**config.mk**
```make
export PLATFORM = sky130hd
export DESIGN_NAME = output_bcd_display_flat
export DESIGN_NICKNAME = d
export VERILOG_FILES = /design/src/rtl/output_bcd_display_if.sv /design/src/rtl/output_bcd_display.sv /design/src/flat_wrapper.sv
export SDC_FILE = /design/constraint.sdc
export NUM_CORES = 1
export LEC_CHECK = 0
export BUFFER_PORTS_ARGS = -buffer_cell sky130_fd_sc_hd__buf_4
export CAP_MARGIN = 20
export CORE_MARGIN = 2
export CORE_UTILIZATION = 45
export CTS_CLUSTER_SIZE = 16
export DETAILED_ROUTE_END_ITERATION = 12
export PLACE_DENSITY = 0.65
export SLEW_MARGIN = 40
export SYNTH_ARGS = -nofsm -noshare
export SYNTH_HDL_FRONTEND = slang
export SYNTH_SLANG_ARGS = --single-unit
```
**constraint.sdc**
```tcl
create_clock -name clk -period 2.75 [get_ports clk]
set_input_delay 0.4125 -clock clk [delete_from_list [all_inputs] [get_ports clk]]
set_output_delay 0.4125 -clock clk [all_outputs]
set_load 0.005 [all_outputs]
```
**src/rtl/output_bcd_display_if.sv**
```systemverilog
// Bus between the CPU output register and the BCD display block.
interface output_bcd_display_if;
  // load is a one-cycle strobe that is always accepted: there is no ready. A load
  // during a conversion goes to a 1-deep pending slot, where a newer load replaces it.
  logic [7:0]  value;
  logic        load;
  logic        busy;
  logic [11:0] bcd;
  logic [6:0]  seg;
  logic [2:0]  digit_sel;
  logic        dbg_conv;

  modport master (
    output value, load,
    input  busy, bcd, seg, digit_sel, dbg_conv
  );

  modport slave (
    input  value, load,
    output busy, bcd, seg, digit_sel, dbg_conv
  );
endinterface

```
**src/rtl/output_bcd_display.sv**
```systemverilog
// Captures the output register, converts it to BCD one bit per clock with double-dabble,
// and scans the three digits onto a multiplexed 7-segment display.
module output_bcd_display #(
  parameter int DIV_BITS = 10,
  parameter bit BLANK_LZ = 1'b1
) (
  input  logic                  clk,
  input  logic                  rst_n,
  output_bcd_display_if.slave   bus
);

  typedef enum logic {S_IDLE = 1'b0, S_CONV = 1'b1} state_t;

  state_t               r_state;
  state_t               w_next_state;
  logic [19:0]          r_work;
  logic [19:0]          w_adj;
  logic [2:0]           r_cnt;
  logic                 r_pend;
  logic [7:0]           r_pend_val;
  logic [11:0]          r_bcd;
  logic [DIV_BITS-1:0]  r_presc;
  logic [1:0]           r_idx;
  logic [6:0]           r_seg;
  logic [2:0]           r_sel;
  logic                 w_start;
  logic                 w_done;
  logic                 w_busy;
  logic [3:0]           w_digit;
  logic                 w_blank;
  logic [6:0]           w_seg_code;
  logic [2:0]           w_sel_code;

  assign w_start = (r_state == S_IDLE) && (bus.load || r_pend);
  assign w_done  = (r_state == S_CONV) && (r_cnt == 3'd7);

  always_ff @(posedge clk) begin
    if (!rst_n) r_state <= S_IDLE;
    else        r_state <= w_next_state;
  end

  always_comb begin
    w_next_state = r_state;
    case (r_state)
      S_IDLE:  if (bus.load || r_pend) w_next_state = S_CONV;
      S_CONV:  if (r_cnt == 3'd7)      w_next_state = S_IDLE;
      default: w_next_state = S_IDLE;
    endcase
  end

  always_comb begin
    w_busy = (r_state == S_CONV);
  end

  // Add-3 correction on every BCD nibble before the shift.
  always_comb begin
    w_adj = r_work;
    for (int i = 0; i < 3; i++) begin
      if (r_work[8+4*i +: 4] >= 4'd5) w_adj[8+4*i +: 4] = r_work[8+4*i +: 4] + 4'd3;
    end
  end

  always_ff @(posedge clk) begin
    if (!rst_n) begin
      r_work     <= '0;
      r_cnt      <= '0;
      r_pend     <= 1'b0;
      r_pend_val <= '0;
      r_bcd      <= '0;
    end else if (w_start) begin
      r_work <= {12'h000, (bus.load ? bus.value : r_pend_val)};
      r_cnt  <= '0;
      r_pend <= 1'b0;
    end else if (r_state == S_CONV) begin
      r_work <= {w_adj[18:0], 1'b0};
      r_cnt  <= r_cnt + 3'd1;
      if (w_done) r_bcd <= w_adj[18:7];
      if (bus.load) begin
        r_pend     <= 1'b1;
        r_pend_val <= bus.value;
      end
    end
  end

  always_comb begin
    w_digit    = 4'd0;
    w_sel_code = 3'b001;
    w_blank    = 1'b0;
    case (r_idx)
      2'd0: begin
        w_digit    = r_bcd[3:0];
        w_sel_code = 3'b001;
      end
      2'd1: begin
        w_digit    = r_bcd[7:4];
        w_sel_code = 3'b010;
        w_blank    = BLANK_LZ && (r_bcd[11:8] == 4'd0) && (r_bcd[7:4] == 4'd0);
      end
      2'd2: begin
        w_digit    = r_bcd[11:8];
        w_sel_code = 3'b100;
        w_blank    = BLANK_LZ && (r_bcd[11:8] == 4'd0);
      end
      default: begin
        w_digit    = 4'd0;
        w_sel_code = 3'b001;
        w_blank    = 1'b1;
      end
    endcase
  end

  always_comb begin
    case (w_digit)
      4'd0:    w_seg_code = 7'h3F;
      4'd1:    w_seg_code = 7'h06;
      4'd2:    w_seg_code = 7'h5B;
      4'd3:    w_seg_code = 7'h4F;
      4'd4:    w_seg_code = 7'h66;
      4'd5:    w_seg_code = 7'h6D;
      4'd6:    w_seg_code = 7'h7D;
      4'd7:    w_seg_code = 7'h07;
      4'd8:    w_seg_code = 7'h7F;
      4'd9:    w_seg_code = 7'h6F;
      default: w_seg_code = 7'h00;
    endcase
  end

  // Outputs are registered from the current index, so they trail it by one clock.
  always_ff @(posedge clk) begin
    if (!rst_n) begin
      r_presc <= '0;
      r_idx   <= 2'd0;
      r_sel   <= 3'b001;
      r_seg   <= 7'h00;
    end else begin
      r_presc <= r_presc + DIV_BITS'(1);
      if (&r_presc) r_idx <= (r_idx == 2'd2) ? 2'd0 : r_idx + 2'd1;
      r_sel <= w_sel_code;
      r_seg <= w_blank ? 7'h00 : w_seg_code;
    end
  end

  assign bus.busy      = w_busy;
  assign bus.dbg_conv  = (r_state == S_CONV);
  assign bus.bcd       = r_bcd;
  assign bus.seg       = r_seg;
  assign bus.digit_sel = r_sel;

endmodule
```
**src/flat_wrapper.sv**
```systemverilog
// flat-port wrapper written by rule: the top's interface ports become plain ports
module output_bcd_display_flat 
#(
  parameter int DIV_BITS = 10,
  parameter bit BLANK_LZ = 1'b1
)
  (clk, rst_n, bus_value, bus_load, bus_busy, bus_bcd, bus_seg, bus_digit_sel, bus_dbg_conv);
  output_bcd_display_if bus_i ();
  input  logic clk;
  input  logic rst_n;
  input wire logic [$bits(bus_i.value)-1:0] bus_value;
  input wire logic [$bits(bus_i.load)-1:0] bus_load;
  output wire logic [$bits(bus_i.busy)-1:0] bus_busy;
  output wire logic [$bits(bus_i.bcd)-1:0] bus_bcd;
  output wire logic [$bits(bus_i.seg)-1:0] bus_seg;
  output wire logic [$bits(bus_i.digit_sel)-1:0] bus_digit_sel;
  output wire logic [$bits(bus_i.dbg_conv)-1:0] bus_dbg_conv;
  assign bus_i.value = bus_value;
  assign bus_i.load = bus_load;
  assign bus_busy = bus_i.busy;
  assign bus_bcd = bus_i.bcd;
  assign bus_seg = bus_i.seg;
  assign bus_digit_sel = bus_i.digit_sel;
  assign bus_dbg_conv = bus_i.dbg_conv;
  output_bcd_display #(.DIV_BITS(DIV_BITS), .BLANK_LZ(BLANK_LZ)) u_core (.clk(clk), .rst_n(rst_n), .bus(bus_i));
endmodule
```
; Word-level counts from Yosys, hierarchy flattened
; Memory sizes are Yosys's and may differ from the RTL's. A register that Yosys moved wholly into a read port is not among the register bits.
; Index checks and enable logic that the tools add are counted.
[op_classes]
addsub = 6
order_cmp = 3
n_eq_ne = 3
n_mux = 13
n_bitwise = 3
n_reduce_logical = 14
[ops]
columns = cell, n
row1 = $mux W8, 3
row2 = $ge A4 B3 Y1 const B, 3
row3 = $pmux W4 S3, 1
row4 = $add A10 B1 Y10 const B, 1
row5 = $reduce_and A10 Y1, 1
row6 = $add A4 B2 Y4 const B, 2
row7 = $logic_not A4 Y1, 2
row8 = $mux W4, 2
row9 = $pmux W3 S2, 1
row10 = $reduce_and A2 Y1, 2
row11 = $reduce_or A2 Y1, 2
row12 = $add A3 B1 Y3 const B, 1
row13 = $add A3 B2 Y3 const B, 1
row14 = $eq A3 B3 Y1 const B, 1
row15 = $logic_and A1 B1 Y1, 3
row16 = $mux W3, 1
row17 = $not A1 Y1, 3
row18 = $pmux W1 S3, 1
row19 = $reduce_and A3 Y1, 1
row20 = $add A2 B1 Y2 const B, 1
row21 = $eq A2 B1 Y1 const B, 1
row22 = $eq A2 B2 Y1 const B, 1
row23 = $logic_not A2 Y1, 1
row24 = $mux W1, 2
row25 = other kinds (4), 4
[word_totals]
register_bits = 60
romBits = 112
input_bits = 11
out_inout_bits = 24
elab_cells = 53
mem_count = 1
[mem_list]
columns = name, depth, word_bits, rd, rd_clocked_by_memory_dff, wr, line
row1 = (no name shown), 16, 7, 1, 1, 0, output_bcd_display.sv:113  ; case (w_digit)

; Logic depth before layout (Yosys ltp)
; Gate-level depths: netlist (run 1).
[depth]
word_depth = 4
depth_mapped = 10
ltp_nobuf = 10

; Worst setup path after synthesis (run 1)
; No wires, ideal clock.
[synth_path]
path_type = reg2reg
start = register u_core.r_idx[0]
end = register u_core.r_seg[3], in the netlist u_core.bus.seg[3]
setup_time_ns = 0.074
t_arrival_ns = 1.935
t_required_ns = 2.676
slack_ns = 0.741
path_stages_with_launch = 8
n_path_buf = 0
synth_period_minus_slack_ns = 2.009
path_cell_list = dfxtp_1 -> inv_1 -> ha_1 -> a222oi_1 -> nor2_1 -> ha_1 -> or3_1 -> a21oi_1
[synth_via]
elab_chain_len = 3
word_cells_on_any_way = 6
cone_classes = eq/ne: 2 / mux: 2 / reduce/logical: 2
[synth_rtl]
columns = element, line
row1 = start: declaration, output_bcd_display.sv:23  ; logic [1:0] r_idx;
row2 = start signal: assignment, output_bcd_display.sv:137  ; if (&r_presc) r_idx <= (r_idx == 2'd2) ? 2'd0 : r_idx + 2'd1;
row3 = "$eq A2 B2 Y1, or another cell as far along", output_bcd_display.sv:89  ; case (r_idx)
row4 = $pmux W1 S3, output_bcd_display.sv:89
row5 = $reduce_or A2 Y1 (no line), n/a
row6 = end: declaration, output_bcd_display.sv:24  ; logic [6:0] r_seg;
; Parallel ways exist; a longest one is shown, timed or not.
; A chain may end at the register's enable or synchronous reset.

; Worst setup path after layout (run 1)
; Same ends and word-level chain as after synthesis.

==> flow_summary.ini, run 1 <==
[timing]
drv_slew = 0
fin_crit_sh_pct = 80.1
worst_pin_slew_ns = 0.731
skew_ns = 0.00810
hold_violations = 0
fin_tns_setup_ns = 0
relSlewSlack_pct = 51.2
setup_viol = 0
fmax_mhz = 454
finalCriticalPeriod_ns = 2.20
rsz0062_at_grt = false

[yosys]
syn_avg_cell_area_sq_um = 8.71
synth_fa_ha_area_share_pct = 8.26
yosysSeqAreaShare_pct = 42.2
synth_top_family_by_area = simple AND/OR/NAND/NOR gates
synthMostInstantiatedCell = dfxtp_1
synth.cell_area_sq_um = 3180
synth_cells = 365
yosysTopAreaCellShare_pct = 42.2
synth_compound_area_share_pct = 15.3
synth.area.mux_share_pct = 7.24
async_flop_share_pct = 0
synthSimpleGateAreaFrac_pct = 19.6
synth_edf_count = 0
ys_warn_count = 0
synth_top_cells_by_area = dfxtp_1 42%, ha_1 8.3%, mux2i_1 7.2%
syn_nets = 397
yosysUniqueCellTypes = 40
yosys.area.top_type = dfxtp_1
ys_seq_elements = 67
ys.flop_type = dfxtp_1
netlist_top_cells_count = 67 x dfxtp_1, 44 x nand2_1, 32 x a21oi_1, 32 x nor2_1, 23 x mux2i_1
synth_xor_area_share_pct = 3.30

[worst_setup_path]
timing.rr.start = u_core.r_idx[0]
cp.required_ns = 3.02
arrival_ns = 2.48
worstSetupPathType = reg2reg
path_max_fanout = 5
cp-end-kind = flop
r2r_slack_ns = 0.55
reg2regPathDepth = 7
crit_path_start = u_core.r_idx[0]
start_kind = flop

[layout]
diodes = 0
fill_cells = 663
area_growth_syn_to_layout_pct = 16.8
fin_nets = 426
drive_above_1_share_pct = 14.5

[clocking]
clockBufferDepth = 2
cts.htree.levels = 3
cts_setup_buffers = 0
cts_made_buffers = 9
root_buffer = clkbuf_8
cts_tree = built
clkLatencyLatePin_ns = 0.35
cts_resized = 0
clk_pin_slew_ns = 0.08
clkSinkCount = 67
cts_hold_buf = 0

[routing]
num_vias = 2480
routed_via_density = 5.01
wl_microns = 6050
ant_nets = 0
drt_first_pass_iters = 5
first_iter_violations = 120
routed_wire_length_per_instance_microns = 12.2
drc = 0

[pwr]
power_mw = 2.03
clkPwrFrac_pct = 43.5
p_int_mw = 1.56
comb_power_share_pct = 6.6
p_leak_nw = 1.52
p_sw_mw = 0.469
peakVddDrop_mv = 0.288
swShare_pct = 23.1
power.density_nw_per_um2 = 548
pwr-share-seq_pct = 49.9

[place]
gp_congestion = 0.798
place_hpwl_microns = 4120
port_buffers = 34

[floorplan]
num_rows = 30
start_util_pct = 46.6
core-area_sq_um = 6830
die_x_microns = 88.1
io_pins = 35
die_height_microns = 88.1
dieArea_sq_um = 7760

[run_status]
status = completed

[job]
cap_violations = 0

[grt]
grt_pass1_vias = 2241
grt_pass1_wl_microns = 10200
antenna_found_initial = 0
grt_max_degree = 48
grtUsageTotal_pct = 16.9
grt_overflow = 0

[hold_path]
hold_depth = 3
hold_class = in2reg
hold_path.startpoint = bus_value[4]
cells in the final DEF (no fill, tap or decap), types with 2 or more instances in the layout:
cell and instances:
clkbuf_8 9, a222oi_1 4, nand2_1 44, and2_1 19, xnor2_1 9, dfxtp_1 67, nor2b_1 3, o211a_1 2
a21boi_1 3, bufinv_16 2, clkinvlp_4 3, xor2_1 3, buf_4 38, o21ai_0 15, nor2_1 32, or3_1 2
ha_1 21, a21oi_1 32, inv_1 12, nand2b_1 4, mux2i_1 23, clkinv_2 2, nor3b_1 3, a211oi_1 2
nand3_1 17, a21boi_0 12, and3_1 2
metrics by stage:
step	utilization [%]	cells	hold WS, ns	worst slack (ns)	cell area, sq um
finish	54.4	495	0.361	0.548	3710
CTS	54.4	495	0.343	0.523	3710
global route	54.4	495	0.363	0.261	3710
global placement	51.2	479	0.451	0.631	3500
detailed placement	51.2	479	0.455	0.534	3500
floorplan	-	365	0.437	0.741	3180
registers in the layout (all words and copies together) (netlist names):
register and count:
u_core.r_work 20, u_core.bus.digit_sel 3, u_core.bus.seg 7, u_core.r_pend_val 8, u_core.r_cnt 3, u_core.r_idx 2
u_core.r_presc 10, u_core.r_pend 1, u_core.bus.bcd 12, u_core.bus.busy 1
per-layer routing:
| layer | GRT usage, % | vias to the layer above | share of wire, % |
|---|---|---|---|
| met4 | 7.99 | 0 | 1.7 |
| met1 | 22.0 | 1135 | 49 |
| met2 | 25.7 | 34 | 46 |
| met3 | 5.00 | 11 | 3.2 |
| met5 | 0 | - | 0 |
| li1 | - | 1300 | - |
area by class of cell:
type / instances / area, sq um / share of cell area (%)
sequential: 67 / 1340 / 36.1
inverter: 12 / 45.0 / 1.21
clock inverter: 7 / 92.6 / 2.49
timing repair buffer: 38 / 285 / 7.68
clock buffer: 9 / 124 / 3.33
tap: 96 / 120 / 3.23
multi-input combinational: 266 / 1710 / 45.9
cell families (layout without fill, tap and decap cells):
kind of cell | count (synthesis) | after routing
fa+ha+maj | 21 | 21
compound gates | 78 | 78
simple gates | 132 | 132
buf+inv | 32 | 66
xor+xnor | 12 | 12
flops | 67 | 67
mux | 23 | 23
worst paths after layout:
path / end
min reg2reg: u_core.r_pend_val[6]
min: u_core.r_pend_val[4]
max reg2reg: u_core.bus.seg[3]
max: u_core.bus.seg[3]
critical path: stages, from the launching register on:
cell      delay (ns)
dfxtp_1         0.40
inv_1           0.10
ha_1            0.25
a222oi_1        0.42
nor2_1          0.14
ha_1            0.34
or3_1           0.35
a21oi_1         0.13
power by group through the flow:
stage,clock (mW),sequential (mW),combinational [mW]
after global placement,0,1.04,0.132
after detailed placement,0,1.04,0.136
after CTS,0.910,1.01,0.136
final,0.885,1.01,0.135
after floorplan,0,1.03,0.0965
after global routing,0.941,1.02,0.151
Note: power is estimated with default switching activity, not from simulation.
==> run 2, diff against run 1 <==
==> constraint.sdc (replaced) <==
create_clock -name clk -period 2.3 [get_ports clk]
set_input_delay 0.345 -clock clk [delete_from_list [all_inputs] [get_ports clk]]
set_output_delay 0.345 -clock clk [all_outputs]
set_load 0.005 [all_outputs]
==> run 2 against run 1 <==
Compared with the run above:
- non-clock buffer count up 2
- fmax increased by 0.92%
- clock skew decreased by 0.0041 ns
- sequential share of layout area fell by 0.090 points
- via count rose by 0.40%
- clock-buffer cell count increased by 5
- critical path depth stayed put
- combinational power grew 18%
- clock power rose by 15%
- worst hold slack got worse by 0.053 ns
- cell count up 0.20%
- critical path type unchanged
- critical endpoint unchanged
==> flow_summary.ini, run 2 (synthesis results as in run 1) <==
[worst_setup_path]
worstSetupPathType = reg2reg
arrival_ns = 2.44
r2r_slack_ns = 0.12
crit_path_start = u_core.r_idx[0]
cp_cell_sequence = inv_1, ha_1, a222oi_1, nor2_1, ha_1, or3_1, a21oi_1
cpMostUsedCell = ha_1
start_kind = flop
cp.required_ns = 2.56
timing.rr.start = u_core.r_idx[0]
slowest_delay_ns = 0.45
r2r-end = u_core.bus.seg[3]
cp-end-kind = flop
crit_slowest_cell = a222oi_1
path_max_fanout = 5
reg2regPathDepth = 7
cp-endpoint = u_core.bus.seg[3]

[timing]
fin_tns_setup_ns = 0
drv_slew = 0
setup_viol = 0
hold_violations = 0
skew_ns = 0.00404
layout_setup_ws_ns = 0.118
fmax_mhz = 458
worst_pin_slew_ns = 0.612
relSlewSlack_pct = 59.0
fin_crit_sh_pct = 94.9
finalCriticalPeriod_ns = 2.18
hold_ws_ns = 0.309

[clocking]
cts_tree = built
root_buffer = clkbuf_8
cts.htree.levels = 3
clk_pin_slew_ns = 0.07
cts_hold_buf = 0
clockBufferDepth = 2
cts_made_buffers = 9
clkLatencyLatePin_ns = 0.33
clkSinkCount = 67

[routing]
wl_microns = 5950
routed_wire_length_per_instance_microns = 12.0
first_iter_violations = 117
ant_nets = 0
drc = 0
num_vias = 2490
routed_via_density = 5.02
drt_first_pass_iters = 4

[pwr]
p_leak_nw = 1.54
comb_power_share_pct = 6.6
power_mw = 2.39
p_sw_mw = 0.514
power.density_nw_per_um2 = 642
swShare_pct = 21.5
p_int_mw = 1.88
peakVddDrop_mv = 0.321
clkPwrFrac_pct = 42.7
pwr-share-seq_pct = 50.7

[layout]
final_cell_mix = 65 x dfxtp_1, 44 x nand2_1, 40 x buf_4
top_register = u_core.r_work
area_growth_syn_to_layout_pct = 17.3
fin_area_sq_um = 3730
final_util_pct = 54.6
stdcell_count = 496
fin_nets = 428
largest_reg_flops = 20
mostFrequentLayoutCell = dfxtp_1
diodes = 0
drive_above_1_share_pct = 15.0

[floorplan]
num_rows = 30
core-area_sq_um = 6830
die_height_microns = 88.1
start_util_pct = 46.6
dieArea_sq_um = 7760
io_pins = 35
die_x_microns = 88.1

[place]
place_inst = 480
port_buffers = 34
dp_slack_ns = 0.108
gp_congestion = 0.822
place_hpwl_microns = 4080
postPlaceCellArea_sq_um = 3510

[hold_path]
hold_depth = 3
hold_class = in2reg

[grt]
grt_use_met2_pct = 25.6
gr-usage-met1_pct = 22.6
grt_pass1_vias = 2228
grt_overflow = 0
grt_most_used_layer = met2
antenna_found_initial = 0
grt_pass1_wl_microns = 10100
grt_max_degree = 48
grt_use_met3_pct = 3.11
grtUsageTotal_pct = 16.6

[run_status]
status = completed

[job]
cap_violations = 0
==> run 2: worst min path at each step <==
stage	start	slack, ns	to
6_report	bus_value[3]	0.31	u_core.r_pend_val[3]
5_1_grt	bus_value[6]	0.31	u_core.r_pend_val[6]
4_1_cts	bus_value[3]	0.29	u_core.r_pend_val[3]
3_5_place_dp	u_core.r_pend_val[3]	0.46	u_core.r_pend_val[3]
3_3_place_gp	u_core.r_pend_val[2]	0.45	u_core.r_pend_val[2]
2_1_floorplan	u_core.r_presc[0]	0.44	u_core.r_presc[0]
==> run 2: critical path: cells and delay by family, from the launching register on <==
kind / cells / cell delay [ns]
AOI/OAI and AO/OA: 2 / 0.59
DFF: 1 / 0.37
and+or+nand+nor: 2 / 0.48
buffers and inverters: 1 / 0.09
adders and majority gates: 2 / 0.58
==> run 2: cell type report <==
type	instances	area (sq um)
multi-input cells	266	1710
clock buffers	14	183
clock inverters	1	30.0
flip-flops and latches	67	1340
inverters	12	45.0
repair buffers	40	300
fillers	674	3100
well taps	96	120
==> run 2: metal layers <==
metal / vias to the layer above / share of wire [%]
met5: - / 0
met4: 0 / 1.8
met3: 8 / 2.5
met2: 26 / 46
met1: 1150 / 49
li1: 1306 / -
==> run 2: timing repair <==
| action | in CTS | in global routing |
|---|---|---|
| endpoints found under the hold margin | 0 | 0 |
| setup endpoints to repair | 0 | 3 |
| resized for setup | 0 | 3 |
| setup buffers | 0 | 1 |
==> run 2: power by group through the flow <==
| stage | clock, mW | combinational [mW] | sequential [mW] |
|---|---|---|---|
| 5_1_grt | 1.11 | 0.182 | 1.22 |
| 3_5_place_dp | 0 | 0.160 | 1.24 |
| 6_report | 1.02 | 0.159 | 1.21 |
| 4_1_cts | 1.06 | 0.161 | 1.21 |
| 3_3_place_gp | 0 | 0.158 | 1.24 |
| 2_1_floorplan | 0 | 0.115 | 1.23 |
